## config.mk

```make
export PLATFORM = sky130hd
export DESIGN_NAME = button_conditioner
export DESIGN_NICKNAME = d
export VERILOG_FILES = /design/src/rtl/button_pkg.sv /design/src/rtl/button_channel.sv /design/src/rtl/button_conditioner.sv
export SDC_FILE = /design/constraint.sdc
export NUM_CORES = 1
export LEC_CHECK = 0
export CAP_MARGIN = 20
export CORE_ASPECT_RATIO = 0.7
export CORE_MARGIN = 1
export CORE_UTILIZATION = 53
export CTS_BUF_LIST = sky130_fd_sc_hd__clkbuf_4 sky130_fd_sc_hd__clkbuf_8 sky130_fd_sc_hd__clkbuf_16
export CTS_CLUSTER_DIAMETER = 50
export DETAILED_ROUTE_END_ITERATION = 16
export PLACE_DENSITY_LB_ADDON = 0.3
export SLEW_MARGIN = 5
export SYNTH_ARGS = -nofsm -noshare
export SYNTH_HDL_FRONTEND = slang
export SYNTH_SLANG_ARGS = --single-unit
```

## constraint.sdc

```tcl
create_clock -name clk -period 3 [get_ports clk]
set_clock_uncertainty 0.1 [all_clocks]
set_input_delay 0.6 -clock clk [delete_from_list [all_inputs] [get_ports clk]]
set_output_delay 0.6 -clock clk [all_outputs]
set_load 0.01 [all_outputs]
```

## src/rtl/button_pkg.sv

```systemverilog
// button_pkg: shared state encoding, default timing and counter sizing for the button conditioner
package button_pkg;

    typedef enum logic [2:0] {
        IDLE       = 3'd0,
        PRESS_DB   = 3'd1,
        HELD       = 3'd2,
        REPEAT     = 3'd3,
        RELEASE_DB = 3'd4
    } btn_state_t;

    localparam int DEF_DEBOUNCE_CYCLES = 500000;
    localparam int DEF_REPEAT_DELAY    = 25000000;
    localparam int DEF_REPEAT_RATE     = 5000000;

    // Counter only ever reaches (limit - 1), so $clog2 of the largest limit suffices
    function automatic int cnt_width(input int a, input int b, input int c);
        int m;
        m = (a > b) ? a : b;
        m = (m > c) ? m : c;
        return $clog2(m);
    endfunction

endpackage

```

## src/rtl/button_channel.sv

```systemverilog
// button_channel: synchroniser, debounce and press/hold/auto-repeat FSM for one button
module button_channel
    import button_pkg::*;
#(
    parameter int DEBOUNCE_CYCLES = DEF_DEBOUNCE_CYCLES,
    parameter int REPEAT_DELAY    = DEF_REPEAT_DELAY,
    parameter int REPEAT_RATE     = DEF_REPEAT_RATE
) (
    input  logic clk,
    input  logic rst_n,
    input  logic btn_raw,
    input  logic repeat_en,
    output logic btn_level,
    output logic btn_pulse,
    output logic btn_release
);

    localparam int CW = cnt_width(DEBOUNCE_CYCLES, REPEAT_DELAY, REPEAT_RATE);
    localparam logic [CW-1:0] DB_LAST = CW'(DEBOUNCE_CYCLES - 1);
    localparam logic [CW-1:0] RD_LAST = CW'(REPEAT_DELAY - 1);
    localparam logic [CW-1:0] RR_LAST = CW'(REPEAT_RATE - 1);

    logic [1:0]    sync;
    logic          s;
    btn_state_t    state, state_n;
    logic [CW-1:0] cnt, cnt_n;
    logic          pulse_n, rel_n;

    assign s = sync[1];

    // Two-flop synchroniser for the asynchronous button level
    always_ff @(posedge clk or negedge rst_n) begin
        if (!rst_n) sync <= '0;
        else        sync <= {sync[0], btn_raw};
    end

    // State, counter and registered outputs; level follows the state being entered
    always_ff @(posedge clk or negedge rst_n) begin
        if (!rst_n) begin
            state       <= IDLE;
            cnt         <= '0;
            btn_level   <= 1'b0;
            btn_pulse   <= 1'b0;
            btn_release <= 1'b0;
        end else begin
            state       <= state_n;
            cnt         <= cnt_n;
            btn_level   <= state_n inside {HELD, REPEAT, RELEASE_DB};
            btn_pulse   <= pulse_n;
            btn_release <= rel_n;
        end
    end

    // Next state: every counting state either exits or clears cnt at its terminal value
    always_comb begin
        state_n = state;
        cnt_n   = cnt;
        pulse_n = 1'b0;
        rel_n   = 1'b0;
        case (state)
            IDLE: begin
                cnt_n = '0;
                if (s) state_n = PRESS_DB;
            end
            PRESS_DB: begin
                if (!s) begin
                    state_n = IDLE;
                    cnt_n   = '0;
                end else if (cnt == DB_LAST) begin
                    state_n = HELD;
                    pulse_n = 1'b1;
                    cnt_n   = '0;
                end else cnt_n = cnt + 1'b1;
            end
            HELD: begin
                if (!s) begin
                    state_n = RELEASE_DB;
                    cnt_n   = '0;
                end else if (!repeat_en) cnt_n = '0;
                else if (cnt == RD_LAST) begin
                    state_n = REPEAT;
                    pulse_n = 1'b1;
                    cnt_n   = '0;
                end else cnt_n = cnt + 1'b1;
            end
            REPEAT: begin
                if (!s) begin
                    state_n = RELEASE_DB;
                    cnt_n   = '0;
                end else if (!repeat_en) begin
                    state_n = HELD;
                    cnt_n   = '0;
                end else if (cnt == RR_LAST) begin
                    pulse_n = 1'b1;
                    cnt_n   = '0;
                end else cnt_n = cnt + 1'b1;
            end
            RELEASE_DB: begin
                if (s) begin
                    state_n = HELD;
                    cnt_n   = '0;
                end else if (cnt == DB_LAST) begin
                    state_n = IDLE;
                    rel_n   = 1'b1;
                    cnt_n   = '0;
                end else cnt_n = cnt + 1'b1;
            end
            default: begin
                state_n = IDLE;
                cnt_n   = '0;
            end
        endcase
    end

endmodule

```

## src/rtl/button_conditioner.sv

```systemverilog
// button_conditioner: NUM_BTN independent debounced press/repeat/release channels
module button_conditioner
    import button_pkg::*;
#(
    parameter int NUM_BTN         = 2,
    parameter int DEBOUNCE_CYCLES = DEF_DEBOUNCE_CYCLES,
    parameter int REPEAT_DELAY    = DEF_REPEAT_DELAY,
    parameter int REPEAT_RATE     = DEF_REPEAT_RATE
) (
    input  logic               clk,
    input  logic               rst_n,
    input  logic [NUM_BTN-1:0] btn_raw,
    input  logic [NUM_BTN-1:0] repeat_en,
    output logic [NUM_BTN-1:0] btn_level,
    output logic [NUM_BTN-1:0] btn_pulse,
    output logic [NUM_BTN-1:0] btn_release
);

    for (genvar g = 0; g < NUM_BTN; g++) begin : g_ch
        button_channel #(
            .DEBOUNCE_CYCLES(DEBOUNCE_CYCLES),
            .REPEAT_DELAY   (REPEAT_DELAY),
            .REPEAT_RATE    (REPEAT_RATE)
        ) u_ch (
            .clk        (clk),
            .rst_n      (rst_n),
            .btn_raw    (btn_raw[g]),
            .repeat_en  (repeat_en[g]),
            .btn_level  (btn_level[g]),
            .btn_pulse  (btn_pulse[g]),
            .btn_release(btn_release[g])
        );
    end

endmodule
```

==> impl_metrics.ini <==
[status]
outcome = finished clean

[cts]
clock-root-buffer = sky130_fd_sc_hd__clkbuf_8
cts.reportedPaths.clkPinSlew_ns = 0.07
postCtsHoldBufs = 0
post_cts_buffers = 0
cts.htree.levels = 3
cts_made_buffers = 9
worstSkewPairLatency_ns = 0.34
clock_tree_buffer_depth = 2
ctsResizeCount = 0
clock-sinks = 66
tritoncts_clock_tree = done

[synth]
synth.yosys.seq_area_share_pct = 47.7
post_synth_instance_area_sq_mm = 0.00346
synth_cell_type_count = 50
synth-xor-area-share_pct = 11.6
post_synth_fa_ha_maj_area_fraction_pct = 0.723
post_synth.cell_area_avg_sq_um = 9.70
synth.ff_latch_count = 66
yosysMostFrequentCell = sky130_fd_sc_hd__dfrtp_1
primary_ff_master_synth = sky130_fd_sc_hd__dfrtp_1
synth_simple_gate_area_share_pct = 31.1
synth.top_cell.area_share_pct = 47.7
largest_family_of_logic_cells_by_synthesized_area = simple AND/OR/NAND/NOR gates
ys_async_sr_fraction_pct = 100
synth-warning-count = 0
synth.mux.area_fraction_pct = 0
netlist_instances = 357
ys_top_cells_by_area = sky130_fd_sc_hd__dfrtp_1 (48%), sky130_fd_sc_hd__xnor2_1 (7.6%), sky130_fd_sc_hd__nor2_1 (6.8%)
synth_nets = 365
synth-compound-area-share_pct = 4.37
synth_enable_flop_cells = 0
synth.cells.most_frequent = sky130_fd_sc_hd__dfrtp_1 (66), sky130_fd_sc_hd__nor2_1 (63), sky130_fd_sc_hd__xnor2_1 (30)
yosysTopAreaCell = sky130_fd_sc_hd__dfrtp_1

[cells_and_area]
drive_above_1_share_pct = 7.55
finish.net_count = 374
filler_cell_count = 517
syn_to_final_growth_pct = 9.94
final_cell_area_sq_mm = 0.00381
ant_diodes = 0

[timing]
timing_max_transition_violations_final = 0
final_min_period_over_clock_period_pct = 83.1
totalNegativeSetupSlack_ns = 0
hold_viol_final = 0
max_slew_margin_pct = 46.1
timing.final.setup_violations = 0
setup_slack_ns = 0.507
transition_time_at_the_pin_with_the_least_slew_margin_ns = 0.801
rsz0062_at_grt = no
fmax_mhz = 401
post-route-min-period_ns = 2.49

[routing]
vias_per_cell = 5.73
routed_wire_per_std_cell_um = 15.2
drc = 0
routed_wire_length_um = 6850
vias = 2573
drt_iter0_drc = 222
ant_nets = 0
detailedRoute.firstPassIterationCount = 4

[die]
core_area_sq_mm = 0.00628
io_pins = 12
chipWidth_um = 98.6
floorplan.die_area_sq_mm = 0.00686
dieHeight_um = 69.6
placement_rows = 24
initial_util_pct = 55.2

[placement]
place_hpwl_um = 4580
numPortBuffers = 11
routabilityCongestion = 0.829
dp_worst_setup_slack_ns = 0.534
dpl_cell_area_sq_mm = 0.00360

[critical_path]
cpMaxStageDelayCell = sky130_fd_sc_hd__a22oi_4
critical_path.max_fanout = 25
crit-reg2reg-launch = g_ch[1].u_ch.cnt[7]
r2r_end = g_ch[1].u_ch.cnt[5]
critical_path.endpoint = g_ch[1].u_ch.cnt[5]
critPathCaptureType = flip-flop
timing.critical_path.cells = or4_4, nor3_4, nand4_2, a22oi_4, nor2_1
type_of_origin_of_the_critical_path = flip-flop
critPathKind = flip-flop to flip-flop
crit_path_max_incr_delay_ns = 0.64
critPathLaunch = g_ch[1].u_ch.cnt[7]
r2r_setup_slack_ns = 0.51
worst-endpoint-arrival_ns = 2.59
critPathRequiredTime_ns = 3.10
r2r_cells = 5

[global_route]
grt_use_total_pct = 22.3
grt-ovfl-total = 0
grt_antenna_before_repair = 0
grt_first_pass_wirelength_um = 11800
grt_pass1_vias = 2440
grt_max_degree = 67

[pwr]
p_total_mw = 1.74
vdd_ir_drop_max_mv = 0.180
powerDensity_mw_per_mm2 = 456
p_leak_nw = 1.48

[run]
maxCapViolations = 0

[worst_hold_path]
worstHoldPathType = primary input to async pin
-- layer usage --
metal / wire length (um) / GRT usage (%) / vias to the layer above / part of all wire, %
li1: - / - / 1263 / -
met1: 3430 / 33.1 / 1236 / 50
met2: 2890 / 29.8 / 70 / 42
met3: 478 / 8.17 / 4 / 7.0
met4: 40 / 7.13 / 0 / 0.58
met5: 0 / 0 / - / 0
-- layout make-up --
cell class,instances,area [sq um],share of cell area (%)
clock buffers,14,174,4.57
clock inverters,2,35.0,0.920
inverters,14,52.6,1.38
multi-input cells,261,1660,43.5
flip-flops and latches,66,1650,43.4
well taps,78,97.6,2.56
repair buffers,14,140,3.68
-- how the worst min path moves through the flow --
stage                         startpoint                     end  slack (ns)  cells after the start
global placement    g_ch[1].u_ch.sync[0]    g_ch[1].u_ch.sync[1]        0.24                      0
finish                             rst_n   g_ch[1].u_ch.state[0]        0.16                      2
global route                       rst_n   g_ch[1].u_ch.state[0]        0.18                      2
detailed placement  g_ch[0].u_ch.sync[0]    g_ch[0].u_ch.sync[1]        0.24                      0
CTS                                rst_n    g_ch[1].u_ch.sync[1]        0.16                      2
floorplan                          rst_n  g_ch[0].u_ch.btn_level        0.20                      0
-- kinds of logic after synthesis --
group | count (synthesis)
simple gates | 193
xor+xnor | 46
buf+inv | 30
compound gates | 20
flops | 66
fa+ha+maj | 2
-- placed cells by master (no fill, tap or decap), types with 2 or more instances in the layout --
master and count:
sky130_fd_sc_hd__nand2b_1 3, sky130_fd_sc_hd__dfrtp_1 66, sky130_fd_sc_hd__clkdlybuf4s50_1 10, sky130_fd_sc_hd__nor4_1 9, sky130_fd_sc_hd__xnor2_1 30, sky130_fd_sc_hd__buf_4 2
sky130_fd_sc_hd__clkbuf_8 11, sky130_fd_sc_hd__inv_1 14, sky130_fd_sc_hd__or4_1 4, sky130_fd_sc_hd__xor2_1 16, sky130_fd_sc_hd__nor2b_1 4, sky130_fd_sc_hd__nor3b_1 6
sky130_fd_sc_hd__a31oi_1 2, sky130_fd_sc_hd__nand2_1 18, sky130_fd_sc_hd__nor2_1 63, sky130_fd_sc_hd__and4_1 11, sky130_fd_sc_hd__clkbuf_4 3, sky130_fd_sc_hd__a21oi_1 5
sky130_fd_sc_hd__a21boi_0 2, sky130_fd_sc_hd__nor4b_1 2, sky130_fd_sc_hd__nor4bb_1 4, sky130_fd_sc_hd__nor3_1 14, sky130_fd_sc_hd__nand3_1 20, sky130_fd_sc_hd__and3_1 7
sky130_fd_sc_hd__or4bb_1 2, sky130_fd_sc_hd__ha_1 2, sky130_fd_sc_hd__nand4_1 14
-- worst max-delay path, delay by kind of cell (launching register included) --
kind	cells	cell delay (ns)
DFF	1	0.43
and+or+nand+nor	4	1.16
AOI/OAI and AO/OA	1	0.64
-- registers in the layout, summed over array words and instances, names as in the netlist --
name                   cells
g_ch.u_ch.btn_release      2
g_ch.u_ch.btn_pulse        2
g_ch.u_ch.state            6
g_ch.u_ch.btn_level        2
g_ch.u_ch.sync             4
g_ch.u_ch.cnt             50
-- stage by stage --
step / utilization [%] / std cells / hold WS (ns)
floorplan: - / 357 / 0.204
global placement: 57.3 / 433 / 0.236
detailed placement: 57.3 / 433 / 0.242
CTS: 60.6 / 449 / 0.162
global route: 60.6 / 449 / 0.181
finish: 60.6 / 449 / 0.165
-- report_power, final --
group	internal [mW]	switching, mW
clock	0.456	0.323
sequential	0.896	0.00806
combinational	0.0167	0.0353
total	1.37	0.366
Note: power is estimated with default switching activity, not from simulation.
